`src/rtl/uart_pkg.sv`:
```
// Shared UART definitions used by uart_tx and uart_rx.
//   DATA_W           : bits per character
//   CLKS_PER_BIT_DEF : default clock cycles per serial bit
//   uart_state_e     : frame FSM states. PARITY is used only when the
//                      parity option is compiled in.
//   even_parity()    : XOR of all data bits
package uart_pkg;

  localparam int DATA_W           = 8;
  localparam int CLKS_PER_BIT_DEF = 16;

  typedef enum logic [2:0] {
    IDLE   = 3'd0,
    START  = 3'd1,
    DATA   = 3'd2,
    PARITY = 3'd3,
    STOP   = 3'd4
  } uart_state_e;

  function automatic logic even_parity(input logic [DATA_W-1:0] d);
    return ^d;
  endfunction

endpackage

```
`src/rtl/uart_baud_gen.sv`:
```
// Bit-period counter for the UART.
// Counts 0..CLKS_PER_BIT-1 and pulses o_bit_done for one cycle on the last
// count of each bit period, then wraps to 0 so the next bit starts at once.
// Ports:
//   i_clk      : clock, rising edge
//   i_rst      : asynchronous active-high reset
//   i_restart  : hold the counter at 0 (used while the line is idle)
//   o_bit_done : one-cycle pulse at the end of each bit period
module uart_baud_gen #(
  parameter int CLKS_PER_BIT = 16
) (
  input  logic i_clk,
  input  logic i_rst,
  input  logic i_restart,
  output logic o_bit_done
);

  localparam int CNT_W = (CLKS_PER_BIT > 1) ? $clog2(CLKS_PER_BIT) : 1;
  localparam logic [CNT_W-1:0] CNT_LAST = CNT_W'(CLKS_PER_BIT - 1);

  logic [CNT_W-1:0] r_cnt;

  // Restart wins so no stray bit_done can escape while idle.
  assign o_bit_done = !i_restart && (r_cnt == CNT_LAST);

  always_ff @(posedge i_clk or posedge i_rst) begin
    if (i_rst) begin
      r_cnt <= '0;
    end else if (i_restart || o_bit_done) begin
      r_cnt <= '0;
    end else begin
      r_cnt <= r_cnt + 1'b1;
    end
  end

endmodule

```
`src/rtl/uart_tx.sv`:
```
// UART transmitter: start bit, 8 data bits LSB first, optional even parity,
// STOP_BITS stop bits. A byte is accepted on a rising edge where valid_in and
// ready_out are both high; tx goes low on the following cycle.
// Optional feature: define UART_TX_PARITY_EN to insert an even-parity bit
// after data bit 7.
// Parameters:
//   CLKS_PER_BIT : clock cycles per serial bit (4..65535)
//   STOP_BITS    : 1 or 2
// Ports:
//   clk       : clock, rising edge
//   rst       : asynchronous active-high reset
//   valid_in  : data_in holds a byte to send
//   ready_out : transmitter can accept a byte this cycle (high only in IDLE)
//   data_in   : byte to transmit
//   tx        : registered serial output, idle high
module uart_tx
  import uart_pkg::*;
#(
  parameter int CLKS_PER_BIT = CLKS_PER_BIT_DEF,
  parameter int STOP_BITS    = 1
) (
  input  logic              clk,
  input  logic              rst,
  input  logic              valid_in,
  output logic              ready_out,
  input  logic [DATA_W-1:0] data_in,
  output logic              tx
);

  // Index of the last stop period (0 for one stop bit, 1 for two).
  localparam logic STOP_LAST = (STOP_BITS == 2);

  uart_state_e       r_state;
  uart_state_e       w_state_next;
  logic              r_tx;
  logic              w_tx_next;
  logic              r_ready;
  logic [DATA_W-1:0] r_shift;
  logic [DATA_W-1:0] w_shift_next;
  logic [2:0]        r_bit_idx;
  logic [2:0]        w_bit_idx_next;
  logic              r_stop_idx;
  logic              w_stop_idx_next;
  logic              w_accept;
  logic              w_bit_done;
  logic              w_restart;
`ifdef UART_TX_PARITY_EN
  logic              r_parity;
`endif

  assign w_accept  = valid_in && r_ready;
  assign w_restart = (r_state == IDLE);
  assign ready_out = r_ready;
  assign tx        = r_tx;

  uart_baud_gen #(
    .CLKS_PER_BIT(CLKS_PER_BIT)
  ) u_baud (
    .i_clk     (clk),
    .i_rst     (rst),
    .i_restart (w_restart),
    .o_bit_done(w_bit_done)
  );

  always_comb begin
    w_state_next    = r_state;
    w_shift_next    = r_shift;
    w_bit_idx_next  = r_bit_idx;
    w_stop_idx_next = r_stop_idx;
    w_tx_next       = 1'b1;

    case (r_state)
      IDLE: begin
        if (w_accept) begin
          w_state_next    = START;
          w_shift_next    = data_in;
          w_bit_idx_next  = 3'd0;
          w_stop_idx_next = 1'b0;
        end
      end
      START: begin
        if (w_bit_done) w_state_next = DATA;
      end
      DATA: begin
        if (w_bit_done) begin
          if (r_bit_idx == 3'd7) begin
`ifdef UART_TX_PARITY_EN
            w_state_next = PARITY;
`else
            w_state_next = STOP;
`endif
          end else begin
            // Shift so the next data bit is always at position 0.
            w_bit_idx_next = r_bit_idx + 3'd1;
            w_shift_next   = {1'b0, r_shift[DATA_W-1:1]};
          end
        end
      end
`ifdef UART_TX_PARITY_EN
      PARITY: begin
        if (w_bit_done) w_state_next = STOP;
      end
`endif
      STOP: begin
        if (w_bit_done) begin
          if (r_stop_idx == STOP_LAST) begin
            w_state_next = IDLE;
          end else begin
            w_stop_idx_next = 1'b1;
          end
        end
      end
      default: w_state_next = IDLE;
    endcase

    // tx is registered, so it is decoded from the state being entered.
    case (w_state_next)
      IDLE:    w_tx_next = 1'b1;
      START:   w_tx_next = 1'b0;
      DATA:    w_tx_next = w_shift_next[0];
`ifdef UART_TX_PARITY_EN
      PARITY:  w_tx_next = r_parity;
`endif
      STOP:    w_tx_next = 1'b1;
      default: w_tx_next = 1'b1;
    endcase
  end

  always_ff @(posedge clk or posedge rst) begin
    if (rst) begin
      r_state    <= IDLE;
      r_tx       <= 1'b1;
      r_ready    <= 1'b0;
      r_shift    <= '0;
      r_bit_idx  <= 3'd0;
      r_stop_idx <= 1'b0;
    end else begin
      r_state    <= w_state_next;
      r_tx       <= w_tx_next;
      r_ready    <= (w_state_next == IDLE);
      r_shift    <= w_shift_next;
      r_bit_idx  <= w_bit_idx_next;
      r_stop_idx <= w_stop_idx_next;
    end
  end

`ifdef UART_TX_PARITY_EN
  // Parity is taken from the byte at acceptance since the shift register
  // loses the data as it is sent.
  always_ff @(posedge clk or posedge rst) begin
    if (rst) begin
      r_parity <= 1'b0;
    end else if (w_accept) begin
      r_parity <= even_parity(data_in);
    end
  end
`endif

endmodule

```
`config.mk`:
```
export PLATFORM = sky130hd
export DESIGN_NAME = uart_tx
export DESIGN_NICKNAME = d
export VERILOG_FILES = /design/src/rtl/uart_pkg.sv /design/src/rtl/uart_baud_gen.sv /design/src/rtl/uart_tx.sv
export SDC_FILE = /design/constraint.sdc
export NUM_CORES = 1
export LEC_CHECK = 0
export BUFFER_PORTS_ARGS = -buffer_cell sky130_fd_sc_hd__buf_2
export CELL_PAD_IN_SITES_DETAIL_PLACEMENT = 0
export CELL_PAD_IN_SITES_GLOBAL_PLACEMENT = 1
export CORE_MARGIN = 5
export CORE_UTILIZATION = 43
export DETAILED_ROUTE_END_ITERATION = 7
export PLACE_DENSITY = 0.74
export SLEW_MARGIN = 20
export SYNTH_ARGS = -nofsm -noshare
export SYNTH_HDL_FRONTEND = slang
export SYNTH_SLANG_ARGS = --single-unit
```
`constraint.sdc`:
```
create_clock -name clk -period 2.2 [get_ports clk]
set_input_delay 0.22 -clock clk [delete_from_list [all_inputs] [get_ports clk]]
set_output_delay 0.22 -clock clk [all_outputs]
set_load 0.03 [all_outputs]
```
After elaboration in Yosys (flattened, before gate mapping)
Index checks and enable logic that the tools add are counted.

cells by class
  multiplexer cells = 21
  add/sub/neg operators = 2
  reductions and logical operators = 10
  eq/ne operators = 11

operator list
  cell                   number
  $mux W3                9
  $mux W8                3
  $pmux W8 S2            1
  $pmux W3 S4            1
  $eq A3 B1 Y1 const B   2
  $eq A3 B2 Y1 const B   2
  $eq A3 B3 Y1 const B   2
  $logic_not A3 Y1       2
  $pmux W3 S2            1
  $add A4 B1 Y4 const B  1
  $eq A4 B4 Y1 const B   1
  $mux W4                1
  $ne A2 B1 Y1 const B   2
  $ne A2 B2 Y1 const B   2
  $pmux W1 S2            2
  $reduce_and A4 Y1      1
  $reduce_bool A2 Y1     2
  $add A3 B1 Y3 const B  1
  $mux W1                3
  $reduce_and A3 Y1      1
  $logic_and A1 B1 Y1    2
  $logic_not A1 Y1       1
  $logic_or A1 B1 Y1     1

storage, ports and cells
  input bits = 11
  bits in registers = 21
  output and inout port bits = 2
  logic and storage cells = 52

Depth between registers and ports, before layout
Gate-level depths: netlist (run 1).

  word-level depth = 7
  gate-level depth with buffers = 6
  gate-level depth less buffers = 5

By module
From an unflattened synthesis (run 1), not the netlist that was laid out.

unflattened totals
  cell total of the unflattened synthesis = 84
  area, all modules = 915.9 um^2

modules (own cells, without submodules)
  module         cells each  area each (um^2)  times used  sequential area each (um^2)
  uart_tx        69          738.2             1           401.6
  uart_baud_gen  15          177.7             1           100.1

Worst setup path before layout (run 1)
No wires, ideal clock.

  path type = reg2reg
  start = register r_bit_idx[0]
  end = register r_bit_idx[1]
  arrival = 1,602 ps
  cell stages (with the launch flop) = 7
  setup slack = 471 ps
  setup time = 127 ps
  buffers on the path = 1
  required time = 2,073 ps
  clock period less this slack = 1,729 ps
  cell sequence = dfrtp_1 -> ha_1 -> ha_1 -> or4_4 -> buf_6 -> nand3_1 -> o21ai_1

between the ends
  longest elaborated chain between the ends = 4
  elaborated cells on any way between the ends = 7
  those cells by class = add/sub: 1; eq/ne: 2; mux: 3; reduce/logical: 1

RTL lines
  what                    line            RTL
  start, declared         uart_tx.sv:40   logic [2:0] r_bit_idx;
  start signal, assigned  uart_tx.sv:142  r_bit_idx <= w_bit_idx_next;
  $add A3 B1 Y3           uart_tx.sv:94   w_bit_idx_next = r_bit_idx + 3'd1;
  $mux W3                 uart_tx.sv:86   if (r_bit_idx == 3'd7) begin
  $mux W3                 uart_tx.sv:85   if (w_bit_done) begin
  $pmux W3 S2             uart_tx.sv:72   case (r_state)

Several ways; a longest one is shown, not always the timed one. The select of a mux whose other input is x is not followed.
A chain may end at the register's enable or synchronous reset.

Final worst setup path (run 1)
  start = register r_bit_idx[0]
  end = register r_shift[0]

between the ends
  longest elaborated chain between the ends = 4

RTL lines
  what                       line            RTL
  $eq A3 B3 Y1               uart_tx.sv:86
  $mux W8                    uart_tx.sv:86
  $mux W8                    uart_tx.sv:85
  $pmux W8 S2                uart_tx.sv:72
  named net w_shift_next[0]  uart_tx.sv:39   logic [DATA_W-1:0] w_shift_next;
  end signal, assigned       uart_tx.sv:141  r_shift <= w_shift_next;
  end, declared              uart_tx.sv:38   logic [DATA_W-1:0] r_shift;

The timed path passes the listed nets, and every way through them passes these cells. The select of a mux whose other input is x is not followed.

==> flow_metrics.py, run 1 <==
metrics = {
    "run_status": {
        "status": "finished, final reports clean",
    },
    "sta": {
        "min_period_ns": 1.77,
        "whs_ns": 0.0212,
        "tns_ns": 0,
        "relSlewSlack_pct": 51.3,
        "max_freq_mhz": 564,
        "fin_skew_ns": 0.00254,
        "rsz0062_at_grt": "false",
        "worst_pin_slew_ns": 0.730,
        "hold_viol_final": 0,
        "finalSetupViolCount": 0,
        "fin_crit_sh_pct": 80.7,
        "drv_slew": 0,
    },
    "pwr": {
        "leakage_nw": 0.505,
        "ir_drop_uv": 327,
        "p_per_area_nw_per_um2": 548,
    },
    "logic_synthesis": {
        "ys_ff_latch": 20,
        "syn_nets": 96,
        "yosys.cell_types.count": 28,
        "yosys_warnings": 0,
        "synth_area_per_cell_um2": 11.3,
        "syn_area_um2": 927,
        "seq_area_frac_synth_pct": 54.1,
        "syn_inst": 82,
    },
    "finish": {
        "mostFrequentLayoutCell": "dfrtp_1",
        "drive_above_1_share_pct": 24.2,
        "multiInputGateArea_um2": 395,
        "final_cell_mix": "dfrtp_1, buf_2, nand3_1, nand2_1, a22oi_1",
        "area_growth_syn_to_layout_pct": 10.9,
        "regArea_um2": 502,
        "num_antenna_cells": 0,
        "n_fill_cell": 205,
        "final_nets": 110,
        "stdcell_area_um2": 1030,
    },
    "job": {
        "maxCapViolCount": 0,
    },
    "setup_path": {
        "r2r_end": "r_shift[0]",
        "ff2ff_path_depth": 5,
        "rrSetupSlack_ns": 0.43,
        "end_kind": "flip-flop",
        "arrival_ns": 1.96,
        "worst_setup_path_start_kind": "flip-flop",
        "worstSetupPathType": "reg2reg",
        "path_max_fanout": 9,
        "worstPathRequired_ns": 2.39,
        "worstReg2RegStart": "r_bit_idx[0]",
    },
    "clock_tree": {
        "clkSinkCount": 20,
        "cts_buffers": 3,
        "clockBufferDepth": 2,
        "cts_root_buf": "clkbuf_4",
        "clkTransAtPathRegs_ns": 0.11,
        "cts_tree": "built",
        "postCtsSetupBuffers": 0,
        "cts_resized": 0,
        "htreeDepth": 1,
        "insertion_delay_ns": 0.30,
        "cts_hold_buf": 0,
    },
    "routing": {
        "drc": 0,
        "firstDrtPassIters": 4,
        "viasPerCell": 5.57,
        "vias": 680,
        "drtIter0Drc": 13,
        "postRouteAntennaNets": 0,
        "post_drt_wl_per_cell_um": 14.4,
        "wirelength_um": 1760,
    },
    "global_route": {
        "grt_pass1_wl_um": 2930,
        "antenna_found_initial": 0,
        "first_global_vias": 690,
        "grt_max_degree": 21,
        "track_usage_pct": 12.0,
        "grt.overflow.total": 0,
    },
    "die": {
        "die-area_um2": 3180,
        "io_pins": 13,
        "fp.dieH_um": 56.4,
        "coreArea_um2": 2000,
        "rows": 16,
        "initial_core_util_pct": 46.3,
        "chipWidth_um": 56.4,
    },
    "place": {
        "port-buffer-count": 12,
        "dpl.hpwl_um": 1310,
        "postPlaceCellArea_um2": 1000,
        "place.gp.congestion": 0.746,
    },
    "worst_hold_path": {
        "hp-class": "in2async",
    },
}
## power breakdown
group | switching [mW] | internal, mW | leakage, nW
clock network | 0.110 | 0.0708 | 0.0150
logic | 0.00930 | 0.00639 | 0.234
registers | 0 | 0.368 | 0.256
## layer usage
layer | track usage (%) | vias to the layer above | wire length [um]
met2 | 18.8 | 16 | 820
met1 | 14.2 | 332 | 825
li1 | - | 328 | -
met3 | 3.21 | 4 | 65
met5 | 0 | - | 0
met4 | 7.80 | 0 | 44
## cell type report
class	instances	area share (%)
flip-flops and latches	20	48.8
repair buffers	13	6.57
well taps	27	3.28
multi-input cells	57	38.4
inverters	1	0.365
clock buffers	4	2.55
## how the worst max path moves through the flow
stage                  from      endpoint  slack (ns)  cells after the start
5_1_grt        r_bit_idx[0]  r_bit_idx[1]        0.32                      5
2_1_floorplan  r_bit_idx[0]  r_bit_idx[1]        0.47                      6
3_3_place_gp   r_bit_idx[0]    r_shift[1]        0.46                      5
4_1_cts        r_bit_idx[0]    r_shift[0]        0.42                      5
3_5_place_dp   r_bit_idx[0]    r_shift[0]        0.44                      5
6_report       r_bit_idx[0]    r_shift[0]        0.43                      5
## cells in the mapped netlist
| cell | number | area share [%] |
|---|---|---|
| nor3b_1 | 1 | 0.81 |
| nor3_4 | 1 | 1.8 |
| nor2_1 | 4 | 1.6 |
| a22o_1 | 3 | 2.8 |
| buf_2 | 3 | 1.6 |
| nor3_1 | 3 | 1.6 |
| nand2b_1 | 1 | 0.68 |
| ha_1 | 3 | 4.0 |
| nand3_1 | 9 | 4.9 |
| nand4b_1 | 1 | 0.94 |
| buf_6 | 1 | 1.2 |
| or4_4 | 1 | 1.2 |
| a21o_1 | 1 | 0.81 |
| a31oi_1 | 1 | 0.68 |
| dfstp_2 | 1 | 2.8 |
| nand3_2 | 3 | 3.2 |
| a22oi_1 | 6 | 4.9 |
| o21ai_1 | 2 | 1.1 |
| xor2_1 | 1 | 0.94 |
| a32o_1 | 1 | 1.1 |
| nor4_4 | 1 | 2.3 |
| nand3b_1 | 1 | 0.81 |
| xnor2_1 | 1 | 0.94 |
| a21oi_1 | 1 | 0.54 |
| dfrtp_1 | 19 | 51 |
| and3_1 | 2 | 1.3 |
| inv_1 | 1 | 0.40 |
| nand2_1 | 9 | 3.6 |
## kinds of logic after synthesis
kind of cell               synth area share, %
buffers and inverters                     3.24
adders and majority gates                 4.05
xor gates and xnor gates                  1.89
and+or+nand+nor                           24.8
DFF                                       54.1
AOI/OAI and AO/OA                         11.9
## stage by stage
stage          worst slack, ns  total power, mW  util (%)  std cells
4_1_cts                  0.423            0.574      51.4        122
2_1_floorplan            0.471            0.380         -         82
3_3_place_gp             0.461            0.390      50.1        118
6_report                 0.425            0.564      51.4        122
3_5_place_dp             0.439            0.391      50.1        118
5_1_grt                  0.324            0.585      51.4        122
## registers in the layout (all words and copies together) (netlist names)
register,flops
ready_out,1
u_baud.r_cnt,4
r_state,3
r_bit_idx,3
tx,1
r_shift,8
## critical path, cell delays in order (launching register included)
cell	delay [ns]
dfrtp_1	0.41
ha_1	0.20
ha_1	0.24
or4_4	0.63
nand3_2	0.12
nand2_1	0.06
(Power assumes the default switching activity.)
==> run 2, diff against run 1 <==
ABC_AREA = 1   (was unset)
CORE_UTILIZATION = 41   (was 43)
PLACE_DENSITY = 0.73   (was 0.74)
clock period = 1.7 ns   (was 2.2 ns; I/O delays follow)
==> run 2 against run 1 <==
Net effect: core utilization shrank 0.15 points; via count up 4.6%; sequential power is 110% higher; sequential share of layout area shrank 4.1 points; setup slack got worse by 0.33 ns; clock-buffer cell count unchanged; cell count is 25% higher; critical endpoint is now r_shift[6]; highest routed layer unchanged.
==> flow_metrics.py, run 2 <==
metrics = {
    "sta": {
        "drv_slew": 0,
        "min_period_ns": 1.60,
        "relSlewSlack_pct": 77.4,
        "fin_crit_sh_pct": 94.3,
        "finalSetupViolCount": 0,
        "worst_pin_slew_ns": 0.337,
        "fin_skew_ns": 0.00442,
        "max_freq_mhz": 624,
        "hold_viol_final": 0,
    },
    "routing": {
        "firstDrtPassIters": 4,
        "wl_met1_um": 725,
        "drc": 0,
        "dr_wl_met3_um": 67,
        "drtIter0Drc": 16,
        "highest-signal-layer": "met4",
        "wirelength_um": 1650,
        "post_drt_wl_per_cell_um": 10.8,
        "viasPerCell": 4.65,
        "met2_length_um": 830,
        "vias": 711,
        "postRouteAntennaNets": 0,
    },
    "global_route": {
        "grt_max_degree": 21,
        "grt_pass1_wl_um": 2910,
        "track_usage_pct": 11.2,
        "first_global_vias": 720,
        "grt.overflow.total": 0,
        "antenna_found_initial": 0,
    },
    "logic_synthesis": {
        "async_reset_ff_share_pct": 100,
        "synthTopCellsByArea": "dfrtp_1, nand2_1, inv_1, nand3_1, ha_1",
        "synth_most_common_cell": "nand2_1",
        "synth_commonest_cells": "nand2_1, dfrtp_1, inv_1",
        "yosysTopAreaCell": "dfrtp_1",
        "yosys_warnings": 0,
        "seq_area_frac_synth_pct": 53.6,
        "syn_inst": 103,
        "synth_area_per_cell_um2": 9.09,
        "yosys.cell_types.count": 25,
        "ys.flop_type": "dfrtp_1",
        "syn_nets": 117,
        "ys_ff_latch": 20,
        "yosysTopAreaCellShare_pct": 50.8,
        "synth_edf_count": 0,
        "syn_area_um2": 936,
    },
    "setup_path": {
        "crit_path_max_incr_delay_ns": 0.41,
        "worstPathRequired_ns": 1.93,
        "worstReg2RegStart": "r_bit_idx[0]",
        "end_kind": "flip-flop",
        "path_max_fanout": 8,
        "worstSetupPathType": "reg2reg",
        "path_cells": "ha_1 > ha_2 > inv_2 > nand3_2 > nor2_4 > buf_4 > inv_1 > o211ai_2",
        "worst_setup_path_start_kind": "flip-flop",
        "arrival_ns": 1.83,
        "ff2ff_path_depth": 8,
        "crit_path_top_delay_cell": "dfrtp_1",
        "r2r_end": "r_shift[6]",
        "rrSetupSlack_ns": 0.1,
    },
    "die": {
        "chipWidth_um": 57.8,
        "rows": 17,
        "fp.dieH_um": 57.8,
        "coreArea_um2": 2190,
        "die-area_um2": 3340,
        "initial_core_util_pct": 42.7,
        "io_pins": 13,
    },
    "worst_hold_path": {
        "holdCritStartpoint": "data_in[7]",
        "hold_depth": 3,
        "holdPathEnd": "r_shift[7]",
        "hp-class": "in2reg",
    },
    "finish": {
        "num_antenna_cells": 0,
        "mostFrequentLayoutCell": "nand2_1",
        "reg.largest.list": "r_shift x8, u_baud.r_cnt x4",
        "drive_above_1_share_pct": 29.6,
        "final_nets": 140,
        "n_fill_cell": 227,
        "final_cells": 153,
        "largest_reg_flops": 8,
        "final_cell_mix": "nand2_1, dfrtp_1, buf_2, inv_1",
        "area_growth_syn_to_layout_pct": 19.9,
        "regMostFlops": "r_shift",
    },
    "pwr": {
        "ir_drop_uv": 677,
        "leakage_nw": 0.576,
        "p_per_area_nw_per_um2": 1350,
        "total_power_mw": 1.52,
    },
    "job": {
        "maxCapViolCount": 0,
    },
    "clock_tree": {
        "clkTransAtPathRegs_ns": 0.11,
        "cts_root_buf": "clkbuf_4",
        "insertion_delay_ns": 0.30,
        "clkSinkCount": 20,
        "cts_buffers": 3,
        "clockBufferDepth": 2,
        "cts_tree": "built",
        "htreeDepth": 1,
    },
    "place": {
        "numPlacedInstances": 143,
        "port-buffer-count": 12,
        "dpl.hpwl_um": 1180,
        "place.gp.congestion": 0.658,
    },
    "run_status": {
        "status": "finished, final reports clean",
    },
}
## run 2: changes by cell type after synthesis, sizes merged, moves of 3 or more
cell and delta:
nand2 +23, inv +11, a22oi -6, o21ai +3
nor2 +7, buf -3
## run 2: cell families (layout without fill, tap and decap cells)
| family | after synthesis | after routing | synth area share [%] |
|---|---|---|---|
| AOI/OAI and AO/OA | 8 | 8 | 5.88 |
| xor gates and xnor gates | 2 | 2 | 1.87 |
| adders and majority gates | 3 | 3 | 4.01 |
| buffers and inverters | 14 | 35 | 6.55 |
| DFF | 20 | 20 | 53.6 |
| and+or+nand+nor | 56 | 57 | 28.1 |
## run 2: worst max-delay path, delay by kind of cell (launching register included)
| kind | cells | cell delay (ns) |
|---|---|---|
| buffers and inverters | 3 | 0.27 |
| AOI/OAI and AO/OA | 1 | 0.12 |
| adders and majority gates | 2 | 0.39 |
| DFF | 1 | 0.41 |
| and+or+nand+nor | 2 | 0.35 |
## run 2: metal layers
| layer | global-route usage, % | up-vias |
|---|---|---|
| met5 | 0 | - |
| met4 | 5.96 | 0 |
| met3 | 2.23 | 4 |
| met2 | 18.7 | 12 |
| met1 | 13.6 | 328 |
| li1 | - | 367 |
## run 2: timing repair
action,4_1_cts,5_1_grt
setup buffers,0,4
gates resized for setup,0,4
endpoints found under the setup margin,0,12
hold endpoints to repair,19,0
hold buffers,1,0
## run 2: where the power goes
| group | internal, mW | leakage, nW | switching (mW) | total [mW] |
|---|---|---|---|---|
| Sequential | 0.662 | 0.252 | 0.107 | 0.770 |
| Combinational | 0.196 | 0.303 | 0.281 | 0.478 |
| Clock | 0.131 | 0.0210 | 0.143 | 0.273 |
## run 2: worst max-delay path by stage
| stage | start | to | slack, ns | cells past startpoint |
|---|---|---|---|---|
| finish | r_bit_idx[0] | r_shift[6] | 0.1 | 8 |
| global route | r_bit_idx[0] | tx | -0.008 | 10 |
| CTS | r_bit_idx[0] | tx | 0.01 | 10 |
| detailed placement | r_bit_idx[0] | tx | 0.02 | 10 |
| global placement | r_bit_idx[0] | tx | 0.07 | 10 |
| floorplan | r_bit_idx[0] | r_shift[6] | 0.18 | 9 |
## run 2: per-stage QoR
step                setup WS (ns)  instance area (um2)  utilization, %  TNS, ns  hold WS (ns)
floorplan                   0.176                  936               -        0         0.133
global placement           0.0703                 1030            46.9        0         0.207
detailed placement         0.0228                 1030            46.9        0         0.207
CTS                        0.0139                 1070            49.0        0        0.0648
global route             -0.00829                 1120            51.2  -0.0121        0.0633
finish                     0.0970                 1120            51.2        0        0.0664
## run 2: layout make-up
class | instances | area [um2] | area share [%]
flip-flops and latches | 20 | 502 | 44.7
inverters | 13 | 50.0 | 4.46
repair buffers | 18 | 108 | 9.59
multi-input cells | 70 | 392 | 34.9
well taps | 28 | 35.0 | 3.12
clock buffers | 4 | 36.3 | 3.23
